`config.mk`:
```
export PLATFORM = sky130hd
export DESIGN_NAME = axil_regfile_slave_flat
export DESIGN_NICKNAME = d
export VERILOG_FILES = /design/src/rtl/axil_regfile_slave_if.sv /design/src/rtl/axil_regfile_slave.sv /design/src/flat_wrapper.sv
export SDC_FILE = /design/constraint.sdc
export NUM_CORES = 1
export LEC_CHECK = 0
export CAP_MARGIN = 20
export CORE_MARGIN = 5
export CORE_UTILIZATION = 49
export DETAILED_ROUTE_END_ITERATION = 6
export MAX_ROUTING_LAYER = met4
export PLACE_DENSITY_LB_ADDON = 0.15
export SLEW_MARGIN = 20
export SYNTH_ARGS = -nofsm -noshare
export SYNTH_HDL_FRONTEND = slang
export SYNTH_SLANG_ARGS = --single-unit
export TNS_END_PERCENT = 20
```
`constraint.sdc`:
```
create_clock -name clk -period 3.1 [get_ports clk]
set_input_delay 0.465 -clock clk [delete_from_list [all_inputs] [get_ports clk]]
set_output_delay 0.465 -clock clk [all_outputs]
set_load 0.1 [all_outputs]
```
`src/rtl/axil_regfile_slave_if.sv`:
```
// AXI4-Lite bus bundle for axil_regfile_slave: five channels, master/slave views.
interface axil_regfile_slave_if #(
  parameter int DATA_W = 32,
  parameter int ADDR_W = 32
);
  logic                  AWVALID, AWREADY;
  logic [ADDR_W-1:0]     AWADDR;
  logic [2:0]            AWPROT;
  logic                  WVALID, WREADY;
  logic [DATA_W-1:0]     WDATA;
  logic [DATA_W/8-1:0]   WSTRB;
  logic                  BVALID, BREADY;
  logic [1:0]            BRESP;
  logic                  ARVALID, ARREADY;
  logic [ADDR_W-1:0]     ARADDR;
  logic [2:0]            ARPROT;
  logic                  RVALID, RREADY;
  logic [DATA_W-1:0]     RDATA;
  logic [1:0]            RRESP;

  modport master (
    output AWVALID, AWADDR, AWPROT, WVALID, WDATA, WSTRB, BREADY,
           ARVALID, ARADDR, ARPROT, RREADY,
    input  AWREADY, WREADY, BVALID, BRESP, ARREADY, RVALID, RDATA, RRESP
  );
  modport slave (
    input  AWVALID, AWADDR, AWPROT, WVALID, WDATA, WSTRB, BREADY,
           ARVALID, ARADDR, ARPROT, RREADY,
    output AWREADY, WREADY, BVALID, BRESP, ARREADY, RVALID, RDATA, RRESP
  );
endinterface

```
`src/rtl/axil_regfile_slave.sv`:
```
// AXI4-Lite slave over a NUM_REGS x DATA_W register file with byte strobes and SLVERR decode.
// Optional AXIL_PROT_CHECK_EN: unprivileged (AxPROT[0]=0) accesses get SLVERR and no effect.
module axil_regfile_slave #(
  parameter int DATA_W   = 32,
  parameter int ADDR_W   = 32,
  parameter int NUM_REGS = 8
) (
  input  logic                       clk,
  input  logic                       rst,
  axil_regfile_slave_if.slave        s_axil,
  output logic [NUM_REGS*DATA_W-1:0] reg_q,
  output logic [NUM_REGS-1:0]        reg_wr
);
  localparam int STRB_W = DATA_W/8;
  localparam int OFFS   = $clog2(STRB_W);
  localparam logic [1:0] RESP_OKAY = 2'b00, RESP_SLVERR = 2'b10;

  typedef struct packed {
    logic [ADDR_W-1:0] addr;
    logic [2:0]        prot;
  } addr_req_t;

  typedef struct packed {
    logic [DATA_W-1:0] data;
    logic [STRB_W-1:0] strb;
  } wdat_req_t;

  logic                             run;
  logic                             aw_full, w_full, bvalid, rvalid;
  addr_req_t                        aw_q, aw_cur;
  wdat_req_t                        w_q, w_cur;
  logic [1:0]                       bresp, rresp;
  logic [DATA_W-1:0]                rdata, rd_data;
  logic [NUM_REGS-1:0][DATA_W-1:0]  regs;
  logic                             awready, wready, arready;
  logic                             aw_hs, w_hs, ar_hs, do_commit;
  logic [ADDR_W-1:0]                wr_idx, rd_idx;
  logic                             wr_prot_ok, rd_prot_ok, wr_ok, rd_ok;
  logic [NUM_REGS-1:0]              wr_hit;
  logic                             unused;

  // run holds READY low through reset and for the edge that releases it
  assign awready = run && !aw_full && !bvalid;
  assign wready  = run && !w_full  && !bvalid;
  assign arready = run && !rvalid;
  assign aw_hs   = s_axil.AWVALID && awready;
  assign w_hs    = s_axil.WVALID  && wready;
  assign ar_hs   = s_axil.ARVALID && arready;

  assign s_axil.AWREADY = awready;
  assign s_axil.WREADY  = wready;
  assign s_axil.ARREADY = arready;
  assign s_axil.BVALID  = bvalid;
  assign s_axil.BRESP   = bresp;
  assign s_axil.RVALID  = rvalid;
  assign s_axil.RDATA   = rdata;
  assign s_axil.RRESP   = rresp;
  assign reg_q          = regs;

  // A channel arriving this cycle is used directly so commit lands one edge after the last handshake
  assign aw_cur    = aw_full ? aw_q : addr_req_t'{s_axil.AWADDR, s_axil.AWPROT};
  assign w_cur     = w_full  ? w_q  : wdat_req_t'{s_axil.WDATA, s_axil.WSTRB};
  assign do_commit = (aw_full || aw_hs) && (w_full || w_hs);

  assign wr_idx = aw_cur.addr >> OFFS;
  assign rd_idx = s_axil.ARADDR >> OFFS;

`ifdef AXIL_PROT_CHECK_EN
  assign wr_prot_ok = aw_cur.prot[0];
  assign rd_prot_ok = s_axil.ARPROT[0];
`else
  assign wr_prot_ok = 1'b1;
  assign rd_prot_ok = 1'b1;
`endif
  assign unused = ^{aw_cur.prot, s_axil.ARPROT};

  assign wr_ok = (wr_idx < ADDR_W'(NUM_REGS)) && wr_prot_ok;
  assign rd_ok = (rd_idx < ADDR_W'(NUM_REGS)) && rd_prot_ok;

  always_comb begin
    wr_hit  = '0;
    rd_data = '0;
    for (int i = 0; i < NUM_REGS; i++) begin
      wr_hit[i] = do_commit && wr_ok && (|w_cur.strb) && (wr_idx == ADDR_W'(i));
      if (rd_idx == ADDR_W'(i)) rd_data = regs[i];
    end
  end

  always_ff @(posedge clk) begin
    if (rst) begin
      run     <= 1'b0;
      aw_full <= 1'b0;
      w_full  <= 1'b0;
      aw_q    <= '0;
      w_q     <= '0;
      bvalid  <= 1'b0;
      bresp   <= RESP_OKAY;
      regs    <= '0;
      reg_wr  <= '0;
    end else begin
      run    <= 1'b1;
      reg_wr <= wr_hit;
      for (int i = 0; i < NUM_REGS; i++)
        for (int k = 0; k < STRB_W; k++)
          if (wr_hit[i] && w_cur.strb[k]) regs[i][k*8 +: 8] <= w_cur.data[k*8 +: 8];
      if (do_commit) begin
        aw_full <= 1'b0;
        w_full  <= 1'b0;
        bvalid  <= 1'b1;
        bresp   <= wr_ok ? RESP_OKAY : RESP_SLVERR;
      end else begin
        if (bvalid && s_axil.BREADY) bvalid <= 1'b0;
        if (aw_hs) begin
          aw_full <= 1'b1;
          aw_q    <= aw_cur;
        end
        if (w_hs) begin
          w_full <= 1'b1;
          w_q    <= w_cur;
        end
      end
    end
  end

  // Read samples regs before any same-edge write lands, so it sees the old value
  always_ff @(posedge clk) begin
    if (rst) begin
      rvalid <= 1'b0;
      rdata  <= '0;
      rresp  <= RESP_OKAY;
    end else if (ar_hs) begin
      rvalid <= 1'b1;
      rdata  <= rd_ok ? rd_data : '0;
      rresp  <= rd_ok ? RESP_OKAY : RESP_SLVERR;
    end else if (rvalid && s_axil.RREADY) begin
      rvalid <= 1'b0;
    end
  end
endmodule

```
`src/flat_wrapper.sv`:
```
// flat-port wrapper written by rule: the top's interface ports become plain ports
module axil_regfile_slave_flat 
#(
  parameter int DATA_W   = 32,
  parameter int ADDR_W   = 32,
  parameter int NUM_REGS = 8
)
  (clk, rst, reg_q, reg_wr, s_axil_AWVALID, s_axil_AWADDR, s_axil_AWPROT, s_axil_WVALID, s_axil_WDATA, s_axil_WSTRB, s_axil_BREADY, s_axil_ARVALID, s_axil_ARADDR, s_axil_ARPROT, s_axil_RREADY, s_axil_AWREADY, s_axil_WREADY, s_axil_BVALID, s_axil_BRESP, s_axil_ARREADY, s_axil_RVALID, s_axil_RDATA, s_axil_RRESP);
  axil_regfile_slave_if #(.DATA_W(DATA_W), .ADDR_W(ADDR_W)) s_axil_i ();
  input  logic clk;
  input  logic rst;
  output logic [NUM_REGS*DATA_W-1:0] reg_q;
  output logic [NUM_REGS-1:0] reg_wr;
  input wire logic [$bits(s_axil_i.AWVALID)-1:0] s_axil_AWVALID;
  input wire logic [$bits(s_axil_i.AWADDR)-1:0] s_axil_AWADDR;
  input wire logic [$bits(s_axil_i.AWPROT)-1:0] s_axil_AWPROT;
  input wire logic [$bits(s_axil_i.WVALID)-1:0] s_axil_WVALID;
  input wire logic [$bits(s_axil_i.WDATA)-1:0] s_axil_WDATA;
  input wire logic [$bits(s_axil_i.WSTRB)-1:0] s_axil_WSTRB;
  input wire logic [$bits(s_axil_i.BREADY)-1:0] s_axil_BREADY;
  input wire logic [$bits(s_axil_i.ARVALID)-1:0] s_axil_ARVALID;
  input wire logic [$bits(s_axil_i.ARADDR)-1:0] s_axil_ARADDR;
  input wire logic [$bits(s_axil_i.ARPROT)-1:0] s_axil_ARPROT;
  input wire logic [$bits(s_axil_i.RREADY)-1:0] s_axil_RREADY;
  output wire logic [$bits(s_axil_i.AWREADY)-1:0] s_axil_AWREADY;
  output wire logic [$bits(s_axil_i.WREADY)-1:0] s_axil_WREADY;
  output wire logic [$bits(s_axil_i.BVALID)-1:0] s_axil_BVALID;
  output wire logic [$bits(s_axil_i.BRESP)-1:0] s_axil_BRESP;
  output wire logic [$bits(s_axil_i.ARREADY)-1:0] s_axil_ARREADY;
  output wire logic [$bits(s_axil_i.RVALID)-1:0] s_axil_RVALID;
  output wire logic [$bits(s_axil_i.RDATA)-1:0] s_axil_RDATA;
  output wire logic [$bits(s_axil_i.RRESP)-1:0] s_axil_RRESP;
  assign s_axil_i.AWVALID = s_axil_AWVALID;
  assign s_axil_i.AWADDR = s_axil_AWADDR;
  assign s_axil_i.AWPROT = s_axil_AWPROT;
  assign s_axil_i.WVALID = s_axil_WVALID;
  assign s_axil_i.WDATA = s_axil_WDATA;
  assign s_axil_i.WSTRB = s_axil_WSTRB;
  assign s_axil_i.BREADY = s_axil_BREADY;
  assign s_axil_i.ARVALID = s_axil_ARVALID;
  assign s_axil_i.ARADDR = s_axil_ARADDR;
  assign s_axil_i.ARPROT = s_axil_ARPROT;
  assign s_axil_i.RREADY = s_axil_RREADY;
  assign s_axil_AWREADY = s_axil_i.AWREADY;
  assign s_axil_WREADY = s_axil_i.WREADY;
  assign s_axil_BVALID = s_axil_i.BVALID;
  assign s_axil_BRESP = s_axil_i.BRESP;
  assign s_axil_ARREADY = s_axil_i.ARREADY;
  assign s_axil_RVALID = s_axil_i.RVALID;
  assign s_axil_RDATA = s_axil_i.RDATA;
  assign s_axil_RRESP = s_axil_i.RRESP;
  axil_regfile_slave #(.DATA_W(DATA_W), .ADDR_W(ADDR_W), .NUM_REGS(NUM_REGS)) u_core (.clk(clk), .rst(rst), .s_axil(s_axil_i), .reg_q(reg_q), .reg_wr(reg_wr));
endmodule
```
==> results.yml <==
status:
  status: "complete, no violations"
global_route:
  grtUsageMet3_pct: 6.097
  grt_overflow: 0
  antenna_found_initial: 3
  grt_pass1_vias: 14100
  grt_util_met1_pct: 36.71
  grt_max_degree: 75
  gr-usage-all-layers_pct: 29.78
  use_met2_pct: 49.04
  busiest_layer: "met2"
  grt_pass1_wl_mm: 82.63
synth:
  ys_ff_latch: 369
  async_flop_share_pct: 0
  synth_top_area_share_pct: 46.11
  synth_edf_count: 0
  syn_inst: 1715
  netlist.top_cell.by_area: "dfxtp_1"
  ys.flop_type: "dfxtp_1"
  syn_avg_cell_area_um2: 9.341
  synth-seq-area-share_pct: 46.11
  synth_area_leaders: "dfxtp_1, mux2i_1, nand2_1"
  ys_types: 47
  netlist_area_um2: 16020
  yosys_warnings: 0
drt:
  dr_total_vias: 14370
  antenna_left: 0
  drt_iter0_drc: 931
  drc: 0
  via_per_inst: 5.576
  routed_wl_mm: 55.55
  firstDrtPassIters: 5
  wl_per_cell_um: 21.56
run:
  drv_cap: 0
sta:
  slew_headroom_pct: 47.85
  rsz0062_at_grt: "false"
  min_period_over_period_pct: 86.02
  fin_worst_skew_ns: 0.01568
  hold_viol_final: 0
  worst_pin_slew_ns: 0.7822
  tns_ns: 0
  setup_slack_ns: 0.4335
  drv_slew: 0
  finalSetupViolCount: 0
  fin_crit_ns: 2.667
  max_freq_mhz: 375.0
power:
  p_total_mw: 10.44
  irDropWorstVdd_uv: 443.4
  power_density_nw_per_um2: 491.9
  p_leak_nw: 10.34
worst_setup_path:
  critPathMaxStageDelay_ns: 0.39
  reg2reg_slack_ns: 0.43
  critPathArrivalTime_ns: 3.11
  cp_cell_sequence: "buf_4 -> nor4b_1 -> nand4_1 -> a221oi_4 -> buf_12 -> nand3_2 -> mux2i_1"
  r2r-start: "u_core.aw_full"
  cpMaxStageDelayCell: "nand3_2"
  rr_worst_depth: 7
  end_kind: "flip-flop"
  cp.required_ns: 3.54
  critPathKind: "flip-flop to flip-flop"
  cp_max_fo: 25
  reg2reg_to: "u_core.reg_q[115]"
  start_kind: "flip-flop"
floorplanning:
  boundaryPins: 418
  dieArea_um2: 36410
  rows: 66
  die_w_um: 190.8
  design.core.area_um2: 32370
  die_h_um: 190.8
  start_util_pct: 49.49
finish:
  fin_nets: 2218
  drive_gt1_share_pct: 24.95
  fill_cells: 2720
  syn2layout_area_growth_pct: 32.52
worst_hold_path:
  hold_end: "u_core.w_q[4]"
  hp-class: "input pin to flip-flop"
  hold_depth: 2
  holdCritStartpoint: "rst"
clocking:
  cts_setup_buffers: 0
  clk_pin_slew_ns: 0.06
  clock_path_buffers: 3
  cts_tree: "built"
  cts_resized: 0
  cts_buffers: 40
  cts_hold_buffers: 0
  cts_root_buf: "clkbuf_16"
  clk_latency_ns: 0.53
  htreeDepth: 2
  numClockSinks: 369
place:
  place_ws_ns: -0.3512
  place_congestion: 0.9030
  io_buffer_count: 405
  post-dp-hpwl_mm: 39.41
[layer usage]
| metal | vias to the layer above | part of all wire [%] |
|---|---|---|
| li1 | 6721 | - |
| met1 | 6984 | 41 |
| met2 | 539 | 48 |
| met3 | 125 | 7.5 |
| met4 | 0 | 3.5 |
| met5 | - | 0 |
[cells in the mapped netlist (all sizes together), types with 3 or more instances]
library cell,instances
nor3,11
and3b,4
nand2,446
o221ai,31
nor2b,7
o22ai,4
nor4,16
buf,28
nand3b,4
nand2b,6
clkbuf,82
dfxtp,369
and3,8
mux2i,318
o21ai,33
inv,5
mux2,68
nor2,85
nand3,20
a211oi,3
nand4,22
a21oi,124
[cells in the final DEF (no fill, tap or decap), types with 3 or more instances in the layout]
cell             instances
nand2_1                446
dfxtp_1                368
buf_4                  349
mux2i_1                318
a21oi_1                124
clkdlybuf4s50_1         99
nor2_1                  84
mux2_2                  68
clkbuf_16               41
o21ai_0                 33
o221ai_1                31
nand3_2                 18
nor4_1                  16
clkbuf_8                12
nor3_1                  11
nand4_4                 11
clkbuf_1                 9
and3_1                   8
buf_12                   8
nor2b_1                  6
nand4_1                  6
nand2b_1                 5
nand4_2                  5
o22ai_1                  4
inv_1                    4
nand3b_1                 4
clkinv_2                 4
diode_2                  3
and3b_1                  3
[report_power, final]
part	leakage (nW)	internal, mW	switching, mW
sequential	2.98	4.78	0.0220
combinational	6.72	0.352	0.593
clock	0.641	2.79	1.91
[area by class of cell]
| class | instances | area [um^2] | area share, % |
|---|---|---|---|
| multi-input cells | 1232 | 8184 | 38.55 |
| flip-flops and latches | 369 | 7388 | 34.80 |
| repair buffers | 457 | 3776 | 17.79 |
| clock buffers | 62 | 1225 | 5.770 |
| well taps | 442 | 553.0 | 2.605 |
| clock inverters | 7 | 67.56 | 0.3183 |
| inverters | 5 | 26.28 | 0.1238 |
| diodes | 3 | 7.507 | 0.03536 |
[stage by stage]
step | cell area, um^2 | hold WS [ns] | std cells | utilization, %
4_1_cts | 21210 | 0.3875 | 2574 | 65.53
2_1_floorplan | 16020 | 0.4329 | 1716 | -
3_3_place_gp | 19920 | 0.4353 | 2505 | 61.54
6_report | 21230 | 0.4028 | 2577 | 65.58
3_5_place_dp | 19920 | 0.4442 | 2505 | 61.54
5_1_grt | 21230 | 0.4152 | 2577 | 65.58
[worst max-delay path, delay by kind of cell (launching register included)]
family / cells / cell delay [ns]
AOI/OAI and AO/OA: 1 / 0.38
muxes: 1 / 0.29
buffers and inverters: 2 / 0.53
and+or+nand+nor: 3 / 0.99
DFF: 1 / 0.37
[state kept, by name, summed over array words and instances (netlist names), 8 cells and up]
register	count
u_core.reg_q	256
u_core.w_q	36
u_core.s_axil.RDATA	32
u_core.aw_q	30
u_core.reg_wr	8
[how the worst max path moves through the flow]
stage                    startpoint                       to  slack, ns  cells past startpoint
2_1_floorplan  u_core.s_axil.RVALID  u_core.s_axil.RDATA[10]       0.03                      6
3_3_place_gp       s_axil_AWADDR[9]         u_core.reg_q[12]      -0.36                      6
3_5_place_dp      s_axil_AWADDR[12]         u_core.reg_q[11]      -0.35                      6
4_1_cts              u_core.aw_full          u_core.reg_q[9]       0.14                      5
5_1_grt            s_axil_AWADDR[8]         u_core.reg_q[61]       0.30                      6
6_report             u_core.aw_full        u_core.reg_q[115]       0.43                      7
[cells by family (layout without fill, tap and decap cells)]
group / after synthesis / in the layout / share of synthesized area, %
multiplexers: 388 / 388 / 24.93
AO/OA/AOI/OAI: 204 / 204 / 7.600
AND/OR/NAND/NOR: 638 / 638 / 18.28
flip-flops: 369 / 369 / 46.11
other: 1 / 5 / 0.02341
buffers and inverters: 115 / 531 / 3.046
(Power assumes the default switching activity.)
